$ cat src/rtl/ctrlbus_arbiter.sv
// ctrlbus_arbiter: shares one single-cycle emulator control bus between
// S_COUNT requesters. Each requester issues one read or write over a
// valid/ready request channel and receives one response over a valid/ready
// response channel. Only one transaction is in flight at a time.
// Optional feature macro: CTRLBUS_ARB_RR_EN selects round-robin arbitration;
// when undefined the lowest requesting index always wins.
module ctrlbus_arbiter #(
    parameter int ADDR_WIDTH = 32,
    parameter int DATA_WIDTH = 32,
    parameter int S_COUNT    = 2
) (
    input  logic                           clk,
    input  logic                           resetn,
    input  logic [S_COUNT-1:0]             s_req_valid,
    output logic [S_COUNT-1:0]             s_req_ready,
    input  logic [S_COUNT-1:0]             s_req_write,
    input  logic [S_COUNT*ADDR_WIDTH-1:0]  s_req_addr,
    input  logic [S_COUNT*DATA_WIDTH-1:0]  s_req_wdata,
    output logic [S_COUNT-1:0]             s_resp_valid,
    input  logic [S_COUNT-1:0]             s_resp_ready,
    output logic [DATA_WIDTH-1:0]          s_resp_rdata,
    output logic                           m_ctrl_wen,
    output logic [ADDR_WIDTH-1:0]          m_ctrl_waddr,
    output logic [DATA_WIDTH-1:0]          m_ctrl_wdata,
    output logic                           m_ctrl_ren,
    output logic [ADDR_WIDTH-1:0]          m_ctrl_raddr,
    input  logic [DATA_WIDTH-1:0]          m_ctrl_rdata
);

    localparam int PTR_W = (S_COUNT > 1) ? $clog2(S_COUNT) : 1;

    typedef enum logic [1:0] {
        ST_IDLE  = 2'd0,
        ST_ISSUE = 2'd1,
        ST_RESP  = 2'd2
    } state_t;

    state_t                  r_state;
    state_t                  w_state_nxt;
    logic [PTR_W-1:0]        r_own;
    logic [PTR_W-1:0]        r_ptr;
    logic [PTR_W-1:0]        w_ptr_nxt;
    logic [PTR_W-1:0]        w_win;
    logic                    w_found;
    logic                    w_hit;
    logic [S_COUNT-1:0]      w_req_ready;
    logic [S_COUNT-1:0]      w_own_onehot;
    logic                    w_accept;
    logic                    w_resp_done;
    logic                    w_sel_write;
    logic [ADDR_WIDTH-1:0]   w_sel_addr;
    logic [DATA_WIDTH-1:0]   w_sel_wdata;

    logic                    r_wen;
    logic                    r_ren;
    logic [ADDR_WIDTH-1:0]   r_waddr;
    logic [ADDR_WIDTH-1:0]   r_raddr;
    logic [DATA_WIDTH-1:0]   r_wdata;
    logic [DATA_WIDTH-1:0]   r_resp;
    logic [S_COUNT-1:0]      r_resp_valid;

    // Rotating winner search: indices at or after ptr first, then wrap to 0.
    always_comb begin
        w_found = 1'b0;
        w_win   = {PTR_W{1'b0}};
        w_hit   = 1'b0;
        for (int i = 0; i < S_COUNT; i++) begin
            w_hit   = !w_found && s_req_valid[i] && (PTR_W'(i) >= r_ptr);
            w_win   = w_hit ? PTR_W'(i) : w_win;
            w_found = w_found | w_hit;
        end
        for (int i = 0; i < S_COUNT; i++) begin
            w_hit   = !w_found && s_req_valid[i];
            w_win   = w_hit ? PTR_W'(i) : w_win;
            w_found = w_found | w_hit;
        end
    end

    // Grant decode (IDLE only, never during reset) and winner field mux.
    always_comb begin
        w_req_ready = {S_COUNT{1'b0}};
        w_sel_write = 1'b0;
        w_sel_addr  = {ADDR_WIDTH{1'b0}};
        w_sel_wdata = {DATA_WIDTH{1'b0}};
        for (int i = 0; i < S_COUNT; i++) begin
            w_req_ready[i] = resetn && (r_state == ST_IDLE) && w_found &&
                             (w_win == PTR_W'(i));
            w_sel_write = (w_win == PTR_W'(i)) ? s_req_write[i] : w_sel_write;
            w_sel_addr  = (w_win == PTR_W'(i)) ?
                          s_req_addr[i*ADDR_WIDTH +: ADDR_WIDTH] : w_sel_addr;
            w_sel_wdata = (w_win == PTR_W'(i)) ?
                          s_req_wdata[i*DATA_WIDTH +: DATA_WIDTH] : w_sel_wdata;
        end
    end

    // One-hot of the current owner, used to raise its response valid.
    always_comb begin
        w_own_onehot = {S_COUNT{1'b0}};
        for (int i = 0; i < S_COUNT; i++) begin
            w_own_onehot[i] = (r_own == PTR_W'(i));
        end
    end

    assign w_accept    = |w_req_ready;
    assign w_resp_done = (r_state == ST_RESP) && s_resp_ready[r_own];

    // Next-state logic: accept -> one bus cycle -> wait for response consume.
    always_comb begin
        w_state_nxt = r_state;
        case (r_state)
            ST_IDLE: begin
                if (w_accept) begin
                    w_state_nxt = ST_ISSUE;
                end else begin
                    w_state_nxt = ST_IDLE;
                end
            end
            ST_ISSUE: begin
                w_state_nxt = ST_RESP;
            end
            ST_RESP: begin
                if (w_resp_done) begin
                    w_state_nxt = ST_IDLE;
                end else begin
                    w_state_nxt = ST_RESP;
                end
            end
            default: begin
                w_state_nxt = ST_IDLE;
            end
        endcase
    end

    // Priority pointer: advances past the owner on completion in round-robin
    // mode, pinned to 0 in fixed-priority mode.
    always_comb begin
        w_ptr_nxt = r_ptr;
`ifdef CTRLBUS_ARB_RR_EN
        if (w_resp_done) begin
            w_ptr_nxt = (r_own == PTR_W'(S_COUNT - 1)) ? {PTR_W{1'b0}}
                                                      : (r_own + PTR_W'(1));
        end else begin
            w_ptr_nxt = r_ptr;
        end
`else
        w_ptr_nxt = {PTR_W{1'b0}};
`endif
    end

    // State, owner and pointer registers.
    always_ff @(posedge clk or negedge resetn) begin
        if (!resetn) begin
            r_state <= ST_IDLE;
            r_ptr   <= {PTR_W{1'b0}};
            r_own   <= {PTR_W{1'b0}};
        end else begin
            r_state <= w_state_nxt;
            r_ptr   <= w_ptr_nxt;
            if (w_accept) begin
                r_own <= w_win;
            end else begin
                r_own <= r_own;
            end
        end
    end

    // Bus-side registers: strobes live only in ISSUE; addresses/data hold.
    always_ff @(posedge clk or negedge resetn) begin
        if (!resetn) begin
            r_wen   <= 1'b0;
            r_ren   <= 1'b0;
            r_waddr <= {ADDR_WIDTH{1'b0}};
            r_raddr <= {ADDR_WIDTH{1'b0}};
            r_wdata <= {DATA_WIDTH{1'b0}};
        end else begin
            r_wen <= w_accept && w_sel_write;
            r_ren <= w_accept && !w_sel_write;
            if (w_accept && w_sel_write) begin
                r_waddr <= w_sel_addr;
                r_wdata <= w_sel_wdata;
            end else begin
                r_waddr <= r_waddr;
                r_wdata <= r_wdata;
            end
            if (w_accept && !w_sel_write) begin
                r_raddr <= w_sel_addr;
            end else begin
                r_raddr <= r_raddr;
            end
        end
    end

    // Response registers: read data captured at the end of the bus cycle.
    always_ff @(posedge clk or negedge resetn) begin
        if (!resetn) begin
            r_resp       <= {DATA_WIDTH{1'b0}};
            r_resp_valid <= {S_COUNT{1'b0}};
        end else begin
            if (r_state == ST_ISSUE) begin
                r_resp       <= r_ren ? m_ctrl_rdata : {DATA_WIDTH{1'b0}};
                r_resp_valid <= w_own_onehot;
            end else if (w_resp_done) begin
                r_resp       <= r_resp;
                r_resp_valid <= {S_COUNT{1'b0}};
            end else begin
                r_resp       <= r_resp;
                r_resp_valid <= r_resp_valid;
            end
        end
    end

    assign s_req_ready  = w_req_ready;
    assign s_resp_valid = r_resp_valid;
    assign s_resp_rdata = r_resp;
    assign m_ctrl_wen   = r_wen;
    assign m_ctrl_ren   = r_ren;
    assign m_ctrl_waddr = r_waddr;
    assign m_ctrl_wdata = r_wdata;
    assign m_ctrl_raddr = r_raddr;

endmodule

$ cat config.mk
export PLATFORM = sky130hd
export DESIGN_NAME = ctrlbus_arbiter
export DESIGN_NICKNAME = d
export VERILOG_FILES = /design/src/rtl/ctrlbus_arbiter.sv
export SDC_FILE = /design/constraint.sdc
export NUM_CORES = 1
export LEC_CHECK = 0
export CAP_MARGIN = 20
export CORE_ASPECT_RATIO = 2
export CORE_MARGIN = 3
export CORE_UTILIZATION = 32
export CTS_BUF_LIST = sky130_fd_sc_hd__clkbuf_2 sky130_fd_sc_hd__clkbuf_4 sky130_fd_sc_hd__clkbuf_8
export DETAILED_ROUTE_END_ITERATION = 6
export MAX_ROUTING_LAYER = met4
export PLACE_DENSITY = 0.66
export SYNTH_ARGS = -nofsm -noshare
export SYNTH_HDL_FRONTEND = slang
export SYNTH_SLANG_ARGS = --single-unit
$ cat constraint.sdc
create_clock -name clk -period 5 [get_ports clk]
set_input_delay 0.75 -clock clk [delete_from_list [all_inputs] [get_ports clk]]
set_output_delay 0.75 -clock clk [all_outputs]
set_load 0.05 [all_outputs]
Word level (Yosys, flattened, before mapping):

Cells that the tools add are included.

* bits in registers: 135
* input bits: 168
* logic and storage cells: 48

* magnitude comparators: 1
* equal/unequal tests: 2
* mux-type cells: 14
* bitwise logic cells: 5
* reduce and logical (&&, ||, !) cells: 17

Operators by type and width (number)
* 2-to-1 mux 32 bit: 3
* logical AND 1 bit: 10
* 2-to-1 mux 1 bit: 7
* 2-to-1 mux 2 bit: 3
* one-hot mux 2 bit (3 select lines): 1
* zero test 1 bit: 4
* OR 1 bit: 3
* == test 2 x 1 -> 1 bit, second input constant: 1
* == test 2 bit, second input constant: 1
* zero test 2 bit: 1
* < comparator 1 x 2 -> 1 bit, second input constant: 1
* NOT 1 bit: 2
* nonzero test 2 bit: 1
* OR reduction 2 bit: 1

Depth between registers and ports, before layout:

* depth in word-level cells: 14
* mapped depth: 6
* gate-level depth less buffers: 5

Worst setup path before layout:

No wires, ideal clock.

* path kind: in2out
* start point: input s_req_valid[0]
* end point: output s_req_ready[1]
* data arrival time: 1.906 ns
* data required time: 4.250 ns
* slack: 2.344 ns
* cell stages on the path: 4
* path buffers: 2
* cells stage by stage: nand2b_4 buf_6 buf_2 nor2_1

* word-level cells in the longest chain between the ends: 11

RTL lines
* start: declaration: RTL line 14 `input logic [S_COUNT-1:0] s_req_valid,`
* zero test 1 bit: RTL line 68 `w_hit = !w_found && s_req_valid[i] && (PTR_W'(i) >= r_ptr);`
* logical AND 1 bit: RTL line 68
* OR 1 bit: RTL line 70 `w_found = w_found | w_hit;`
* zero test 1 bit: RTL line 73 `w_hit = !w_found && s_req_valid[i];`
* logical AND 1 bit: RTL line 73
* OR 1 bit: RTL line 75 `w_found = w_found | w_hit;`
* zero test 1 bit: RTL line 73
* logical AND 1 bit: RTL line 73
* OR 1 bit: RTL line 75
* logical AND 1 bit: RTL line 86 `w_req_ready[i] = resetn && (r_state == ST_IDLE) && w_found &&`
* logical AND 1 bit *: RTL line 86
* end: declaration: RTL line 15 `output logic [S_COUNT-1:0] s_req_ready,`

Mark *: on every way between the ends. The rest lies on a longest branch, timed or not.

Worst setup path in the final report:

* start point: input s_req_valid[1]
* end point: output s_req_ready[1]

* word-level cells in the longest chain between the ends: 10

RTL lines (RTL line)
* logical AND 1 bit: 68
* OR 1 bit: 70
* zero test 1 bit: 73
* logical AND 1 bit: 73
* OR 1 bit: 75
* zero test 1 bit: 73
* logical AND 1 bit: 73
* OR 1 bit: 75
* logical AND 1 bit: 86
* logical AND 1 bit *: 86

Marked as above.

==> impl_results.md <==
* Slew of the pin with the lowest slew margin at 0.8939 ns
* Post-Route Setup TNS at 0 ns
* Sequential fraction of the synthesis area at 0.5474
* Critical Path Most Common Cell: clkdlybuf4s50_1
* Critical path arrival at around 2.8 ns
* Clock-pin slew on the worst setup and hold paths at approximately 0.08 ns
* Area of the multi-input gates at approximately 2600 um2
* # DRC at 0
* CP Class: in2out
* Initial antenna violation count at 1
* Clock power share at 0.166
* Initial DRC Count at 133
* Core area at 18830 um2
* Post-Syn Nets at about 610
* Die area at between 20000 and 25000 um2
* Final Net Count at 914
* Critical-path cell list: clkdlybuf4s50_1 -> nand2b_4 -> nor2_1 -> clkdlybuf4s50_1
* Total global-route track usage at 0.1804
* Slowest cell on the critical path: clkdlybuf4s50_1
* Largest net degree at the start of global routing at 71
* Status: completed
* First-pass DRT Iterations at 4
* DP Wirelength at approximately 14000 um
* Fin Clk Skew at slightly above 0.009 ns
* Family with the most delay on the worst path: buffers and inverters
* Post-CTS sizing at 0
* Die X at 104.2 um
* Fmax achieved at 0.2804 GHz
* Setup slack, reg-to-reg at about 2.4 ns
* Max incr delay on CP at approximately 0.84 ns
* Startpoint types: input port
* Pint at approximately 0.0037 W
* Synthesis warning total at 0
* Placed Area at slightly above 9000 um2
* P&R area growth vs syn at 60.02%
* Final Critical Period at roughly 3.6 ns
* Synth Cell Area at 6171 um2
* Final Hold Vio Count at 0
* Hold WC Path Type: reg2reg
* Pwr per Cell Area at 692.5 nW/um2
* Sw frac at 0.4530
* EDFF count, synth at 0
* Vias per inst at between 4 and 5
* FF+latch count, synth at about 140
* Final Max Tran Viols at 0
* Register area at 3378 um2
* Bufs and invs on worst path at 2
* Crit end category: output pin
* Pleak at slightly above 4 nW
* Initial Utilization at 0.3277
* Rows at between 70 and 80
* Post-route ant nets at 0
* Comb pwr share at 0.560
* Worst-path fanout max at 43
* Post-synthesis async set-or-reset flop share at 1.000
* Clock Tree Root: clkbuf_8
* Gr ovfl total at 0
* Ports at approximately 300
* DR WL/cell at ~18 um
* Fillers at about 1600
* Final setup fails at 0
* End-of-flow core utilization at 0.5243
* Worst skew pair latency at between 0.4 and 0.5 ns
* Total power at slightly below 0.007 W
* Vias in the first global route at roughly 5000
* Via count at around 4600
* Post-synthesis cell type count at 27
* Sequential fraction of design power at 0.274
* Number of port buffers at 301
* Final GP Congestion at just over 0.8
* Max VDD drop at between 300 and 400 uV
* Syn avg cell area at around 14 um2
* Die height at between 200 and 250 um
* Clock Tree Buf Depth at 2
* RSZ-0062 raised after global routing: no
* Top post-synthesis cells by area: dfrtp_1 55%, mux2_2 20%, mux2_4 12%
* Post-CTS setup buffer count at 0
* Yosys top cell by area: dfrtp_1
* Global-route wire length before repair at between 20000 and 30000 um
* Hold_buf cts at 0
* Share of cells above drive strength 1 at 0.2701
* Number of CTS-inserted buffers at 17
* Dominant cell by count in the synthesized netlist: dfrtp_1
* Post-synth top area share at 0.5474
* Post-Layout Inst Area at approximately 10000 um2
* CTS tree: built
* Most instantiated cells after synthesis: 135 x dfrtp_1, 111 x mux2_2, 69 x nand2_1
* Clk sink count at 135
* Crit path required time at around 4.3 ns
* Post-Route WL at 18410 um
* Cells after Synth at around 450
* Relative slew margins at 0.4027
* Top_reg_cell synth: dfrtp_1
* Final period util at 0.7134
* P_sw at between 0.003 and 0.004 W
* Clock H-tree levels at 4
* MaxCap Viol Count at 0
## final timing paths
| kind | from | endpoint | cells past startpoint |
|---|---|---|---|
| max | s_req_valid[1] | s_req_ready[1] | 4 |
| min | s_resp_rdata[15] | s_resp_rdata[15] | 2 |
| max reg2reg | r_state[0] | m_ctrl_waddr[27] | 5 |
| min reg2reg | s_resp_rdata[15] | s_resp_rdata[15] | 2 |
| max in group asynchronous | resetn | m_ctrl_raddr[16] | 3 |
| min in group asynchronous | resetn | m_ctrl_raddr[12] | 2 |
## sequential cells by signal, indices dropped and copies added, names as in the netlist
| signal | flops |
|---|---|
| m_ctrl_wdata | 32 |
| m_ctrl_raddr | 32 |
| m_ctrl_wen | 1 |
| s_resp_rdata | 32 |
| m_ctrl_ren | 1 |
| m_ctrl_waddr | 32 |
| r_state | 2 |
| s_resp_valid | 2 |
| r_own | 1 |
## through the flow
| step | hold WS, ns | cells | setup slack [ns] |
|---|---|---|---|
| finish | 0.4837 | 1015 | 1.433 |
| global route | 0.5132 | 1015 | 1.308 |
| global placement | 0.4658 | 981 | 1.414 |
| detailed placement | 0.4724 | 981 | 1.303 |
| CTS | 0.4905 | 1013 | 1.419 |
| floorplan | 0.4544 | 446 | 2.344 |
## cell usage in the layout, fill, tap and decap left out, drive strengths merged, types with 3 or more instances in the layout
cell type / netlist / layout
buf: 14 / 8
dfrtp: 135 / 135
bufinv: 0 / 6
clkbuf: 13 / 22
inv: 4 / 5
mux2: 160 / 160
nor2: 3 / 3
nand2: 70 / 70
clkdlybuf4s50: 0 / 300
o21ai: 33 / 33
## cell families after synthesis
family,share of synthesized area
AOI/OAI and AO/OA,0.03549
buffers and inverters,0.04014
DFF,0.5474
muxes,0.3254
and+or+nand+nor,0.05150
## worst reg2reg max path: cells and delay by family, from the launching register on
kind	cells	cell delay (ns)
AOI/OAI and AO/OA	1	0.27
buffers and inverters	1	0.44
DFF	1	0.44
muxes	1	0.35
and+or+nand+nor	2	0.96
## power groups by stage
| stage | clock network (W) | registers [W] | logic [W] |
|---|---|---|---|
| finish | 0.00114 | 0.00187 | 0.00383 |
| global route | 0.00122 | 0.00194 | 0.00395 |
| CTS | 0.00117 | 0.00187 | 0.00386 |
| detailed placement | 0 | 0.00188 | 0.00385 |
| global placement | 0 | 0.00187 | 0.00381 |
| floorplan | 0 | 0.00357 | 0.000758 |
## final cells by class
class / instances / area share
clock inverters: 10 / 0.02154
inverters: 4 / 0.001521
well taps: 255 / 0.03231
multi-input cells: 280 / 0.2585
clock buffers: 22 / 0.03066
flip-flops and latches: 135 / 0.3421
repair buffers: 308 / 0.3131
diodes: 1 / 0.0002534
## routing by layer
metal  part of all wire  global-route usage  wire, um  vias to the layer above
met3              0.047             0.03963       871                       24
met4              0.030             0.08131       546                        0
met1               0.35              0.1850      6512                     2244
met2               0.57              0.3261     10480                      176
met5                  0                   -         0                        -
li1                   -                   -         -                     2142
(Power assumes the default switching activity.)
